$ cat src/rtl/minv_mdiv_sched.sv
// Round-robin scheduler for two requesters sharing the MINV/MDIV engine.
// It streams the operands in, starts the engine, waits for it under a watchdog, then streams the result back.
module minv_mdiv_sched #(
    parameter int WORDS   = 8,
    parameter int TIMEOUT = 4096
) (
    input  logic                clk,
    input  logic                rst,
    input  logic [1:0]          rq_req,
    input  logic [1:0]          rq_mdiv,
    input  logic [1:0]          rq_wvalid,
    input  logic [2*32-1:0]     rq_wdata,
    output logic [1:0]          rq_wready,
    output logic [1:0]          gnt,
    output logic                rsp_valid,
    output logic [31:0]         rsp_data,
    output logic                rsp_last,
    output logic                rsp_err,
    input  logic                rsp_ready,
    output logic [31:0]         ld_data,
    output logic [1:0]          ld_sel,
    output logic                ld_we,
    output logic                op_mdiv,
    output logic                op_start,
    input  logic                op_rdy,
    input  logic                op_flag,
    input  logic [31:0]         res_data,
    output logic                res_shift
);

    localparam int CW = $clog2(4 * WORDS);
    localparam int WW = $clog2(TIMEOUT + 1);

    typedef enum logic [2:0] {
        S_IDLE,
        S_LOAD,
        S_START,
        S_WAIT,
        S_UNLOAD
    } state_t;

    state_t          state_q, state_d;
    logic [1:0]      gnt_q, gnt_d;
    logic            rr_q, rr_d;
    logic            op_mdiv_q, op_mdiv_d;
    logic [CW-1:0]   cnt_q, cnt_d;
    logic [WW-1:0]   wdog_q, wdog_d;
    logic            rsp_err_q, rsp_err_d;
    logic            tmo_q, tmo_d;

    logic [31:0]     wdata_w [2];
    logic            gidx;
    logic            pick;
    logic            beat;
    logic [CW-1:0]   last_load;
    logic [WW-1:0]   wdog_inc;

    for (genvar gi = 0; gi < 2; gi++) begin : g_unpack
        assign wdata_w[gi] = rq_wdata[gi*32 +: 32];
    end

    assign gidx      = gnt_q[1];
    // With both requesting the pointer decides; otherwise whoever is asking wins.
    assign pick      = (&rq_req) ? rr_q : rq_req[1];
    assign beat      = rq_wvalid[gidx];
    assign last_load = op_mdiv_q ? CW'(4 * WORDS - 1) : CW'(3 * WORDS - 1);
    assign wdog_inc  = wdog_q + WW'(1);
    assign gnt       = gnt_q;
    assign op_mdiv   = op_mdiv_q;

    always_ff @(posedge clk or negedge rst) begin
        if (!rst) begin
            state_q   <= S_IDLE;
            gnt_q     <= '0;
            rr_q      <= 1'b0;
            op_mdiv_q <= 1'b0;
            cnt_q     <= '0;
            wdog_q    <= '0;
            rsp_err_q <= 1'b0;
            tmo_q     <= 1'b0;
        end else begin
            state_q   <= state_d;
            gnt_q     <= gnt_d;
            rr_q      <= rr_d;
            op_mdiv_q <= op_mdiv_d;
            cnt_q     <= cnt_d;
            wdog_q    <= wdog_d;
            rsp_err_q <= rsp_err_d;
            tmo_q     <= tmo_d;
        end
    end

    always_comb begin
        state_d   = state_q;
        gnt_d     = gnt_q;
        rr_d      = rr_q;
        op_mdiv_d = op_mdiv_q;
        cnt_d     = cnt_q;
        wdog_d    = wdog_q;
        rsp_err_d = rsp_err_q;
        tmo_d     = tmo_q;
        rq_wready = '0;
        ld_we     = 1'b0;
        ld_sel    = '0;
        ld_data   = '0;
        op_start  = 1'b0;
        rsp_valid = 1'b0;
        rsp_data  = '0;
        rsp_last  = 1'b0;
        rsp_err   = 1'b0;
        res_shift = 1'b0;

        case (state_q)
            S_IDLE: begin
                if (|rq_req) begin
                    gnt_d     = pick ? 2'b10 : 2'b01;
                    rr_d      = ~pick;
                    op_mdiv_d = rq_mdiv[pick];
                    cnt_d     = '0;
                    rsp_err_d = 1'b0;
                    tmo_d     = 1'b0;
                    state_d   = S_LOAD;
                end
            end
            S_LOAD: begin
                rq_wready = gnt_q;
                if (beat) begin
                    ld_we   = 1'b1;
                    ld_data = wdata_w[gidx];
                    ld_sel  = 2'(cnt_q / CW'(WORDS));
                    if (cnt_q == last_load) begin
                        cnt_d   = '0;
                        state_d = S_START;
                    end else begin
                        cnt_d = cnt_q + CW'(1);
                    end
                end
            end
            S_START: begin
                op_start = 1'b1;
                wdog_d   = '0;
                state_d  = S_WAIT;
            end
            S_WAIT: begin
                wdog_d = wdog_inc;
                // The first WAIT cycle may still see the previous operation's ready flag.
                if (wdog_q != '0 && op_rdy) begin
                    rsp_err_d = op_flag;
                    state_d   = S_UNLOAD;
                end else if (wdog_inc == WW'(TIMEOUT)) begin
                    rsp_err_d = 1'b1;
                    tmo_d     = 1'b1;
                    state_d   = S_UNLOAD;
                end
            end
            S_UNLOAD: begin
                rsp_valid = 1'b1;
                rsp_data  = tmo_q ? 32'h0 : res_data;
                rsp_last  = (cnt_q == CW'(WORDS - 1));
                rsp_err   = rsp_err_q;
                if (rsp_ready) begin
                    res_shift = ~tmo_q;
                    if (rsp_last) begin
                        cnt_d   = '0;
                        gnt_d   = '0;
                        state_d = S_IDLE;
                    end else begin
                        cnt_d = cnt_q + CW'(1);
                    end
                end
            end
            default: state_d = S_IDLE;
        endcase
    end

endmodule

$ cat config.mk
export PLATFORM = sky130hd
export DESIGN_NAME = minv_mdiv_sched
export DESIGN_NICKNAME = d
export VERILOG_FILES = /design/src/rtl/minv_mdiv_sched.sv
export SDC_FILE = /design/constraint.sdc
export NUM_CORES = 1
export LEC_CHECK = 0
export ABC_AREA = 1
export ABC_CLOCK_PERIOD_IN_PS = 3050
export CORE_MARGIN = 3
export CORE_UTILIZATION = 38
export DETAILED_ROUTE_END_ITERATION = 8
export PLACE_DENSITY = 0.94
export SLEW_MARGIN = 10
export SYNTH_ARGS = -nofsm -noshare
export SYNTH_HDL_FRONTEND = slang
export SYNTH_SLANG_ARGS = --single-unit
export TNS_END_PERCENT = 5
$ cat constraint.sdc
create_clock -name clk -period 3.05 [get_ports clk]
set_input_delay 0.61 -clock clk [delete_from_list [all_inputs] [get_ports clk]]
set_output_delay 0.61 -clock clk [all_outputs]
set_load 0.05 [all_outputs]
# Word level (Yosys, flattened, before mapping)
# Index checks and enable logic that the tools add are counted.
# totals
register_bits	27
in_bits	107
output_inout_bits	77
elab_cells	96
# op_classes
n_addsub	2
magnitude_cmp	3
n_eq_ne	15
n_mux	50
n_bitwise	3
n_reduce_logical	15
# op_table
op	n
$mux 32	7
$pmux 13 s2	1
$mux 5	5
$mux 3	7
$mux 1	17
$pmux 3 s5	1
$pmux 5 s3	1
$mux 2	7
$ne 2x2->1 const B	7
$add 13x1->13 const B	1
$eq 13x13->1 const B	1
$reduce_bool 13->1	1
$reduce_and 4->1	3
$eq 3x2->1 const B	2
$reduce_and 6->1	1
$reduce_bool 2->1	3
$add 5x1->5 const B	1
$eq 5x3->1 const B	1
$eq 5x5->1	1
$lt 1x2->1 const B	2
$mux 4	1
$pmux 1 s2	2
$pmux 2 s2	1
$reduce_and 2->1	2
11 further kinds	12

# Logic depth before layout (Yosys ltp)
# logic_depth
ltp_word	6
ltp_mapped	15
ltp_nobuf	15

# Worst setup path after synthesis
# Ideal clock, no wire load.
# synth_path
kind	register -> output
start	reg gnt_q[1] (netlist: gnt[1])
end	out ld_data[23]
arrival_time_ps	2518
required_time_ps	2440
path_slack_ps	-78
path_stages_with_launch	7
path_buffers	2
cell_sequence	dfrtp_1 -> buf_2 -> mux2i_1 -> nor2_2 -> inv_2 -> buf_2 -> a21oi_1
# synth_via
elab_chain_len	6
elab_cells_between_ends	8
cone_classes	mux (7); bitwise (1)
# synth_lines
item	line_no	source
start: declaration	43	logic [1:0] gnt_q, gnt_d;
start signal: assignment	83	gnt_q <= gnt_d;
$not 1->2 (implied by the code)	129	ld_data = wdata_w[gidx];
$mux 32 (implied by the code) (3 in series)	129	
$mux 32 (*)	127	if (beat) begin
$mux 32 (*)	113	case (state_q)
end: declaration	20	output logic [31:0] ld_data,
# Mark *: on every way between the ends. The rest lies on a longest branch, timed or not. The select of a mux whose other input is x is not followed.

# Worst setup path after layout
# layout_path
start	reg state_q[1]
end	out rsp_data[0]
# layout_via
elab_chain_len	2
# layout_lines
item	line_no	source
start: declaration	42	state_t state_q, state_d;
start signal: assignment	82	state_q <= state_d;
$eq 3x3->1	113	
$mux 32	113	
end: declaration	16	output logic [31:0] rsp_data,
# Every way passes these cells.

==> insert_results.sql <==
INSERT INTO impl_metrics (metric_group, metric, value, unit) VALUES
('run_status', 'status', 'completed', ''),
('sta', 'timing.final.setup_violations', '0', ''),
('global_route', 'antenna_found_initial', '0', ''),
('die', 'design.core.area', '6130', 'µm²'),
('route', 'drt_iter0_drc', '231', ''),
('cts', 'tritoncts', 'built', ''),
('final_layout', 'nNetsFinal', '706', ''),
('placed_design', 'post-dp-hpwl', '8.06', 'mm'),
('critical_path', 'worstSetupStartpointType', 'flop', ''),
('final_layout', 'area_growth_syn_to_layout', '77.6', '%'),
('cts', 'cts_setup_buffers', '0', ''),
('run', 'drv.max_cap_violation_count', '0', ''),
('die', 'floorplan.initialDensity', '0.405', ''),
('power', 'totalPowerFinal', '2.66', 'mW'),
('route', 'route.antenna.remaining_nets', '0', ''),
('cts', 'clk_root_buffer_cell', 'clkbuf_8', ''),
('global_route', 'grt_start_max_net_pins', '38', ''),
('critical_path', 'worstReg2RegStart', 'wdog_q[0]$_DFFE_PN0P_', ''),
('synthesis', 'yosys_warnings', '0', ''),
('final_layout', 'fin_cells', '669', ''),
('final_layout', 'layout-drive-gt1-share', '0.153', ''),
('synthesis', 'synth_area', '2480', 'µm²'),
('route', 'remaining_drc_errors', '0', ''),
('placed_design', 'gp_congestion', '0.932', ''),
('min_path', 'hold_path.class', 'reg2reg', ''),
('sta', 'fin_skew', '0.00579', 'ns'),
('route', 'detail_route.wl_per_cell', '14.9', 'µm'),
('route', 'viasPerCell', '5.17', ''),
('synthesis', 'asyncSetResetFlopFracSynth', '1.00', ''),
('cts', 'clock_insertion_delay_worst_skew', '0.28', 'ns'),
('synthesis', 'netlist.area_leader.share', '0.272', ''),
('placed_design', 'cell_count_after_placement', '665', ''),
('critical_path', 'sort_of_element_at_the_end_of_the_critical_path', 'output pin', ''),
('synthesis', 'synth_top_cell_by_area', 'dfrtp_1', ''),
('synthesis', 'ranking_of_synthesized_cells_by_instance_count', 'nand2_1, nor2_1, a21oi_1', ''),
('route', 'routed_wirelength', '9.94', 'mm'),
('sta', 'slew_headroom', '0.558', ''),
('sta', 'slew_violations', '0', ''),
('global_route', 'grtUsageTotal', '0.249', ''),
('die', 'num_io_pins', '184', ''),
('critical_path', 'critPathLaunch', 'state_q[1]$_DFFE_PN0P_', ''),
('cts', 'post_cts_resize_count', '0', ''),
('power', 'power-per-cell-area', '603', 'nW/µm²'),
('synthesis', 'synth_cells', '418', ''),
('synthesis', 'largest_cells_by_area_after_synthesis', 'dfrtp_1, nand2_1, nor2_1', ''),
('sta', 'post-route-min-period', '2.93', 'ns'),
('global_route', 'grt_first_pass_wirelength', '15.4', 'mm'),
('sta', 'finalHoldViolCount', '0', ''),
('critical_path', 'crit_arrival', '2.32', 'ns'),
('sta', 'fin_tns_setup', '0', 'ns'),
('cts', 'clk_pin_slew_worst_paths', '0.10', 'ns'),
('global_route', 'first_global_vias', '3381', ''),
('global_route', 'gr-total-overflow', '0', ''),
('cts', 'cts.sinks', '27', ''),
('synthesis', 'syn-mean-instance-area', '5.94', 'µm²'),
('die', 'width_of_the_die', '86.9', 'µm'),
('synthesis', 'synth-seq-area-share', '0.272', ''),
('route', 'routed-via-count', '3461', ''),
('final_layout', 'nFillCells', '493', ''),
('min_path', 'min-delay-start', 'rsp_err_q$_DFFE_PN0P_', ''),
('power', 'power_leakage', '2.46', 'nW'),
('die', 'dieArea', '7550', 'µm²'),
('synthesis', 'synth_most_common_cell', 'nand2_1', ''),
('cts', 'numCtsBuffers', '3', ''),
('cts', 'h-tree-depth', '1', ''),
('synthesis', 'synth-seq-cells', '27', ''),
('cts', 'holdBufCountCts', '0', ''),
('sta', 'period_share', '0.960', ''),
('die', 'chipHeight', '86.9', 'µm'),
('synthesis', 'synth_nets', '529', ''),
('critical_path', 'crit_path_max_fanout', '37', '');
## path summary, 6_finish.rpt
path	to	depth (start not counted)	slack, ns
setup / recovery	rsp_data[0]	4	0.12
hold / removal	rsp_err_q$_DFFE_PN0P_	2	0.51
setup reg to reg	state_q[0]$_DFFE_PN0P_	9	1.07
hold reg to reg	rsp_err_q$_DFFE_PN0P_	2	0.51
max in group asynchronous	wdog_q[9]$_DFFE_PN0P_	2	2.07
min in group asynchronous	wdog_q[2]$_DFFE_PN0P_	2	0.71
## sequential cells by signal, indices dropped and copies added (netlist names)
signal / cells
cnt_q: 5
gnt: 2
op_mdiv: 1
rr_q: 1
rsp_err_q: 1
state_q: 3
tmo_q: 1
wdog_q: 13
## per-stage QoR
| step | util | hold WS [ns] | setup slack [ns] |
|---|---|---|---|
| 2_1_floorplan | - | 0.314 | -0.0778 |
| 3_3_place_gp | 0.702 | 0.457 | 0.379 |
| 3_5_place_dp | 0.702 | 0.492 | 0.334 |
| 4_1_cts | 0.710 | 0.514 | 0.0793 |
| 5_1_grt | 0.720 | 0.557 | 0.0110 |
| 6_report | 0.720 | 0.514 | 0.122 |
## worst max-delay path, stage by stage (launching register included)
cell             delay [ns]
dfrtp_1                0.47
nor3_4                 0.27
inv_2                  0.30
nor2_1                 0.17
clkdlybuf4s50_1        0.82
## where the power goes
part	internal [mW]	total [mW]	switching (mW)
logic	0.621	1.93	1.31
registers	0.432	0.518	0.0859
clock network	0.0930	0.215	0.122
total	1.15	2.66	1.52
## cells in the final DEF (no fill, tap or decap), types with 4 or more instances in the layout
master / Yosys / final
clkdlybuf4s50_1: 0 / 113
inv_2: 12 / 12
nand2_2: 4 / 4
nand2_1: 158 / 158
o22ai_1: 7 / 7
nor2_1: 53 / 53
inv_1: 30 / 30
a21oi_1: 33 / 33
o21ai_0: 14 / 14
nand4_1: 8 / 8
nor2_2: 7 / 7
buf_4: 0 / 50
dlymetal6s2s_1: 0 / 23
nand3_1: 14 / 14
ha_1: 4 / 4
o21ai_1: 4 / 4
dfrtp_1: 27 / 27
## cell families after synthesis
logic type               count (synthesis)  synth area share
buffers and inverters                   60            0.0926
flip-flops                              27             0.272
AO/OA/AOI/OAI                           68             0.163
XOR/XNOR                                 3            0.0106
adder cells (fa/ha/maj)                  4            0.0201
multiplexers                             1           0.00403
AND/OR/NAND/NOR                        255             0.438
## per-layer routing
metal	GRT usage	wire length, µm	share of wire
met1	0.285	3600	0.36
met2	0.464	5100	0.51
met3	0.0530	1070	0.11
met4	0.0637	163	0.016
met5	0	0	0
## area by class of cell
class,count,area [µm²],area share
Sequential cell,27,676,0.153
Tap cell,75,93.8,0.0213
Inverter,43,161,0.0366
Multi-Input combinational cell,331,1580,0.358
Timing Repair Buffer,189,1850,0.420
Clock inverter,1,7.51,0.00170
Clock buffer,3,41.3,0.00936
No activity file was read; power rests on OpenSTA's default activity.
